File: src/rtl/mult_booth_ctrl_if.sv
// Start/operand/result bundle between a requester and the Booth multiplier controller.
// master drives the operands and start pulse; slave returns the registered result.
interface mult_booth_ctrl_if;
    logic        ctrl_MULT;
    logic [31:0] data_operandA;
    logic [31:0] data_operandB;
    logic [31:0] data_result;
    logic        data_exception;
    logic        data_resultRDY;

    modport master (
        output ctrl_MULT,
        output data_operandA,
        output data_operandB,
        input  data_result,
        input  data_exception,
        input  data_resultRDY
    );

    modport slave (
        input  ctrl_MULT,
        input  data_operandA,
        input  data_operandB,
        output data_result,
        output data_exception,
        output data_resultRDY
    );
endinterface

File: src/rtl/mult_booth_ctrl.sv
// Sequential radix-4 Booth multiplier: 16 add-and-shift steps per product,
// then the low word, an overflow flag and a one-cycle ready strobe.
module mult_booth_ctrl (
    input  logic              clock,
    input  logic              reset,
    mult_booth_ctrl_if.slave  bus
);

    typedef enum logic [1:0] {StIdle, StRun, StDone} state_e;

    state_e      state_q, state_d;
    logic [31:0] m_q;
    logic [33:0] acc_q;
    logic [31:0] qr_q;
    logic        x_q;
    logic [3:0]  cnt_q;
    logic [31:0] result_q;
    logic        exc_q;
    logic        rdy;

    logic        start_ok;
    logic        last_step;
    logic [33:0] m_ext;
    logic [33:0] addend;
    logic        cin;
    logic [33:0] sum;
    logic [33:0] step_acc;
    logic [31:0] step_qr;
    logic [63:0] product;
    logic        step_exc;

    // Start is only honoured while no product is in flight.
    always_comb begin
        start_ok  = bus.ctrl_MULT && ((state_q == StIdle) || (state_q == StDone));
        last_step = (state_q == StRun) && (cnt_q == 4'd15);
    end

    // Single Booth step: select the addend from {QR[1:0], X}, add, then shift right by 2.
    always_comb begin
        m_ext  = {{2{m_q[31]}}, m_q};
        addend = '0;
        cin    = 1'b0;
        unique case ({qr_q[1:0], x_q})
            3'b000, 3'b111: begin
                addend = '0;
                cin    = 1'b0;
            end
            3'b001, 3'b010: begin
                addend = m_ext;
                cin    = 1'b0;
            end
            3'b011: begin
                addend = {m_ext[32:0], 1'b0};
                cin    = 1'b0;
            end
            3'b100: begin
                addend = ~{m_ext[32:0], 1'b0};
                cin    = 1'b1;
            end
            3'b101, 3'b110: begin
                addend = ~m_ext;
                cin    = 1'b1;
            end
            default: begin
                addend = '0;
                cin    = 1'b0;
            end
        endcase
        sum      = acc_q + addend + {33'd0, cin};
        step_acc = {{2{sum[33]}}, sum[33:2]};
        step_qr  = {sum[1:0], qr_q[31:2]};
        product  = {step_acc[31:0], step_qr};
        // Fits in 32 bits only when bits 63..31 are all copies of the sign.
        step_exc = !((&product[63:31]) || !(|product[63:31]));
    end

    // FSM state register
    always_ff @(posedge clock) begin
        if (reset) begin
            state_q <= StIdle;
        end else begin
            state_q <= state_d;
        end
    end

    // FSM next-state logic
    always_comb begin
        state_d = state_q;
        unique case (state_q)
            StIdle: begin
                if (start_ok) begin
                    state_d = StRun;
                end
            end
            StRun: begin
                if (last_step) begin
                    state_d = StDone;
                end
            end
            StDone: begin
                state_d = start_ok ? StRun : StIdle;
            end
            default: state_d = StIdle;
        endcase
    end

    // FSM outputs
    always_comb begin
        rdy = 1'b0;
        if (state_q == StDone) begin
            rdy = 1'b1;
        end
    end

    // Operand, partial product and counter registers
    always_ff @(posedge clock) begin
        if (reset) begin
            m_q   <= '0;
            acc_q <= '0;
            qr_q  <= '0;
            x_q   <= 1'b0;
            cnt_q <= '0;
        end else if (start_ok) begin
            m_q   <= bus.data_operandA;
            acc_q <= '0;
            qr_q  <= bus.data_operandB;
            x_q   <= 1'b0;
            cnt_q <= '0;
        end else if (state_q == StRun) begin
            acc_q <= step_acc;
            qr_q  <= step_qr;
            x_q   <= qr_q[1];
            cnt_q <= cnt_q + 4'd1;
        end
    end

    // Result registers hold across new starts until the next completion.
    always_ff @(posedge clock) begin
        if (reset) begin
            result_q <= '0;
            exc_q    <= 1'b0;
        end else if (last_step) begin
            result_q <= product[31:0];
            exc_q    <= step_exc;
        end
    end

    assign bus.data_result    = result_q;
    assign bus.data_exception = exc_q;
    assign bus.data_resultRDY = rdy;

endmodule

File: src/flat_wrapper.sv
// flat-port wrapper written by rule: the top's interface ports become plain ports
module mult_booth_ctrl_flat 
  (clock, reset, bus_ctrl_MULT, bus_data_operandA, bus_data_operandB, bus_data_result, bus_data_exception, bus_data_resultRDY);
  mult_booth_ctrl_if bus_i ();
  input  logic clock;
  input  logic reset;
  input wire logic [$bits(bus_i.ctrl_MULT)-1:0] bus_ctrl_MULT;
  input wire logic [$bits(bus_i.data_operandA)-1:0] bus_data_operandA;
  input wire logic [$bits(bus_i.data_operandB)-1:0] bus_data_operandB;
  output wire logic [$bits(bus_i.data_result)-1:0] bus_data_result;
  output wire logic [$bits(bus_i.data_exception)-1:0] bus_data_exception;
  output wire logic [$bits(bus_i.data_resultRDY)-1:0] bus_data_resultRDY;
  assign bus_i.ctrl_MULT = bus_ctrl_MULT;
  assign bus_i.data_operandA = bus_data_operandA;
  assign bus_i.data_operandB = bus_data_operandB;
  assign bus_data_result = bus_i.data_result;
  assign bus_data_exception = bus_i.data_exception;
  assign bus_data_resultRDY = bus_i.data_resultRDY;
  mult_booth_ctrl u_core (.clock(clock), .reset(reset), .bus(bus_i));
endmodule
File: config.mk
export PLATFORM = sky130hd
export DESIGN_NAME = mult_booth_ctrl_flat
export DESIGN_NICKNAME = d
export VERILOG_FILES = /design/src/rtl/mult_booth_ctrl_if.sv /design/src/rtl/mult_booth_ctrl.sv /design/src/flat_wrapper.sv
export SDC_FILE = /design/constraint.sdc
export NUM_CORES = 1
export LEC_CHECK = 0
export CORE_MARGIN = 2
export CORE_UTILIZATION = 30
export DETAILED_ROUTE_END_ITERATION = 10
export GPL_TIMING_DRIVEN = 0
export PLACE_DENSITY = 0.6
export SYNTH_ARGS = -nofsm -noshare
export SYNTH_HDL_FRONTEND = slang
export SYNTH_SLANG_ARGS = --single-unit
File: constraint.sdc
create_clock -name clock -period 6.1 [get_ports clock]
set_input_delay 1.22 -clock clock [delete_from_list [all_inputs] [get_ports clock]]
set_output_delay 1.22 -clock clock [all_outputs]
set_load 0.05 [all_outputs]
==> summary.txt <==
Status
  • Status: completed

Synth
  • Most instantiated cells after synthesis: 272 x sky130_fd_sc_hd__nand2_1, 136 x sky130_fd_sc_hd__dfxtp_1, 132 x sky130_fd_sc_hd__a21oi_1
  • Gate Count Post-Synth: 1,066
  • Post-synthesis async set-or-reset flop share: 0%
  • Most frequently used cell type in the post-synthesis netlist: sky130_fd_sc_hd__nand2_1
  • Main synth FF type: sky130_fd_sc_hd__dfxtp_1
  • Top-area cell type share of the netlist area: 34.4%
  • Area contributors post-synth: sky130_fd_sc_hd__dfxtp_1 34%, sky130_fd_sc_hd__nand2_1 13%, sky130_fd_sc_hd__a21oi_1 8.4%
  • Library cell occupying the most area in the post-synthesis netlist: sky130_fd_sc_hd__dfxtp_1
  • Distinct cell type count of the synthesized netlist: 68
  • Synthesized net count: 1,168
  • Number of flops mapped to enable cells by yosys: 0
  • Portion of the post-synthesis area used by sequential elements: 34.4%
  • Yosys reg bits: 136
  • Yosys warning total: 0
  • Synthesized cell area: 7910 sq um
  • Synthesized area divided by synthesized cell count: 7.42 sq um

Timing
  • Largest clock skew in the final design: 0.0127 ns
  • Part of the cycle the worst path needs: 89.4%
  • Final-report setup violation count: 0
  • Slew at the pin closest to its max-slew limit: 0.877 ns
  • Max Transition Viols Final: 0
  • Highest Clock Rate: 0.183 GHz
  • Unrepaired setup endpoints after global routing: false
  • Final worst setup slack: 0.647 ns
  • Final Hold Fails: 0
  • Total negative slack: 0 ns
  • Min Clock Period, post-route: 5.45 ns
  • Rel. slew slack: 41.5%
  • Hold_ws: 0.457 ns

Final layout
  • Final Instance Area: 9940 sq um
  • Final core utilization: 38.2%
  • Filler instances: 2,711
  • Final net count: 1,286
  • Share of post-route cells with drive strength above 1: 4.43%
  • Multi-input logic area: 4800 sq um
  • Storage element area: 2720 sq um
  • Total inserted antenna cells: 0
  • Area growth, synth to finish: 25.7%

Placement
  • I/O Buffers: 99
  • Worst setup timing slack at the placement stage: 0.704 ns
  • Final weighted congestion in routability-driven placement: 0.940
  • Area post-placement: 9320 sq um
  • Placed wire-length estimate after detailed placement: 18,400 microns

Route
  • Router iterations before antenna repair: 5
  • Met2 WL: 10,900 microns
  • Sum of routed wire length over all layers: 24,500 microns
  • Final routed DRC violation total: 0
  • Met3 routed WL: 1070 microns
  • Residual antenna-violating net count after detailed routing: 0
  • Routed length on met1: 12,100 microns
  • Violation count after the first detailed-route iteration: 694
  • DR vias/cell: 5.19
  • Final routed wire length divided by cell count: 16.0 microns
  • Total via count after detailed routing: 7,954
  • Highest routed metal layer: met4

Run
  • Number of maximum-capacitance violations: 0

Global route
  • Total grt overflow: 0
  • Total track usage: 17.6%
  • First-pass GRT wire length: 39,600 microns
  • Initial antenna violation count: 0
  • Largest net degree at the start of global routing: 17
  • Via count of the first global-routing pass: 7,519

Critical path
  • Endpoint required time on the critical path: 6.44 ns
  • Largest driver fanout on the critical path: 10
  • Crit end category: flop
  • Worst EP arrival: 5.80 ns
  • Classification of the worst setup path: reg2reg
  • Critical Path Source Type: flop

Clock network
  • Number of buffers added by the clock tree synthesis step: 17
  • Number of buffers on the longest clock path: 2
  • CTS tree: yes
  • Number of sinks on the clock net: 136
  • CTS Hold Bufs: 0
  • Post-CTS setup buffer count: 0
  • Cell at the root of the clock tree: sky130_fd_sc_hd__clkbuf_16
  • Worst skew pair latency: 0.44 ns
  • Clock-pin slew on the worst setup and hold paths: 0.07 ns
  • Number of cells upsized or downsized after cts: 0
  • Level count of the clock H-tree: 4

Die
  • Count of standard-cell rows: 59
  • I/O pin count: 101
  • Core box area: 26,000 sq um
  • Initial standard-cell utilization of the core: 30.4%
  • Overall die area: 27,700 sq um
  • Die X: 166 microns
  • Chip height: 166 microns

Min path
  • Worst min path class: reg2reg

Power
  • Switching part of the total power: 32.2%
  • Max VDD drop: 0.000177 V
  • Areal power density over the cells: 260 nW/um^2
  • Leakage Power: 3.56 nW
  • Clock power frac: 43.0%
  • Internal power component: 1.75 mW
  • Switch Pwr: 0.830 mW
  • Share of power burned in combinational logic: 19.6%
  • Relative contribution of sequential cells to total power: 37.4%
[metal layers]
metal,GRT usage [%],vias to the layer above
met3,3.46,20
met4,4.54,0
met1,24.9,3753
met2,27.4,207
met5,0,-
li1,-,3974
[power groups by stage]
| stage | logic (mW) | clock network, mW | registers, mW |
|---|---|---|---|
| finish | 0.505 | 1.11 | 0.966 |
| CTS | 0.502 | 1.12 | 0.966 |
| detailed placement | 0.499 | 0 | 0.985 |
| global route | 0.559 | 1.17 | 0.972 |
| global placement | 0.497 | 0 | 0.985 |
| floorplan | 0.342 | 0 | 0.975 |
[stage by stage]
| step | power (mW) | std cells |
|---|---|---|
| floorplan | 1.32 | 1066 |
| global placement | 1.48 | 1500 |
| detailed placement | 1.48 | 1500 |
| CTS | 2.59 | 1532 |
| global route | 2.70 | 1532 |
| finish | 2.58 | 1532 |
[flip-flops by register name (all words and copies together), names as in the netlist]
signal                     count
u_core.x_q                     1
u_core.qr_q                   32
u_core.bus.data_result        32
u_core.m_q                    32
u_core.acc_q                  32
u_core.cnt_q                   4
u_core.bus.data_exception      1
u_core.state_q                 2
[cell usage in the layout, fill, tap and decap left out, drive strengths merged, types with 23 or more instances in the layout]
cell type and count:
a21oi 133, o21ai 56, clkbuf 84, a311oi 31, clkdlybuf4s50 99, nor2 82, ha 33, nand2 272
xor2 43, inv 23, dfxtp 136, a22oi 31
[path summary, 6_finish.rpt]
path | from | end | slack (ns) | cells past startpoint
setup / recovery | u_core.qr_q[1] | u_core.bus.data_exception | 0.65 | 17
hold / removal | u_core.bus.data_result[10] | u_core.bus.data_result[10] | 0.46 | 2
setup reg to reg | u_core.qr_q[1] | u_core.bus.data_exception | 0.65 | 17
hold reg to reg | u_core.bus.data_result[10] | u_core.bus.data_result[10] | 0.46 | 2
[layout make-up]
type | instances | share of cell area [%]
clock inverter | 15 | 1.99
clock buffer | 17 | 4.28
timing repair buffer | 99 | 9.97
multi-input combinational | 839 | 48.3
inverter | 13 | 0.491
sequential | 136 | 27.4
buffer | 78 | 3.32
tap | 335 | 4.22
[worst max-delay path: stages (launching register included)]
cell                       delay (ns)
sky130_fd_sc_hd__dfxtp_1         0.30
sky130_fd_sc_hd__clkbuf_1        0.18
sky130_fd_sc_hd__clkbuf_1        0.57
sky130_fd_sc_hd__buf_1           0.73
sky130_fd_sc_hd__xor2_1          0.15
sky130_fd_sc_hd__a22oi_1         0.17
sky130_fd_sc_hd__o21ai_0         0.11
sky130_fd_sc_hd__ha_1            0.29
sky130_fd_sc_hd__clkbuf_1        0.30
sky130_fd_sc_hd__nand2_1         0.13
sky130_fd_sc_hd__or3_1           0.44
sky130_fd_sc_hd__a221oi_1        0.55
sky130_fd_sc_hd__o211ai_1        0.23
sky130_fd_sc_hd__nand3b_1        0.14
sky130_fd_sc_hd__a21oi_1         0.09
sky130_fd_sc_hd__xnor2_1         0.16
sky130_fd_sc_hd__or4_1           0.60
sky130_fd_sc_hd__a31o_1          0.23
[cells by family after synthesis]
kind of cell | synth area share, %
DFF | 34.4
xor gates and xnor gates | 6.87
adders and majority gates | 5.73
buffers and inverters | 4.80
and+or+nand+nor | 22.7
AOI/OAI and AO/OA | 25.5
(Power assumes the default switching activity.)
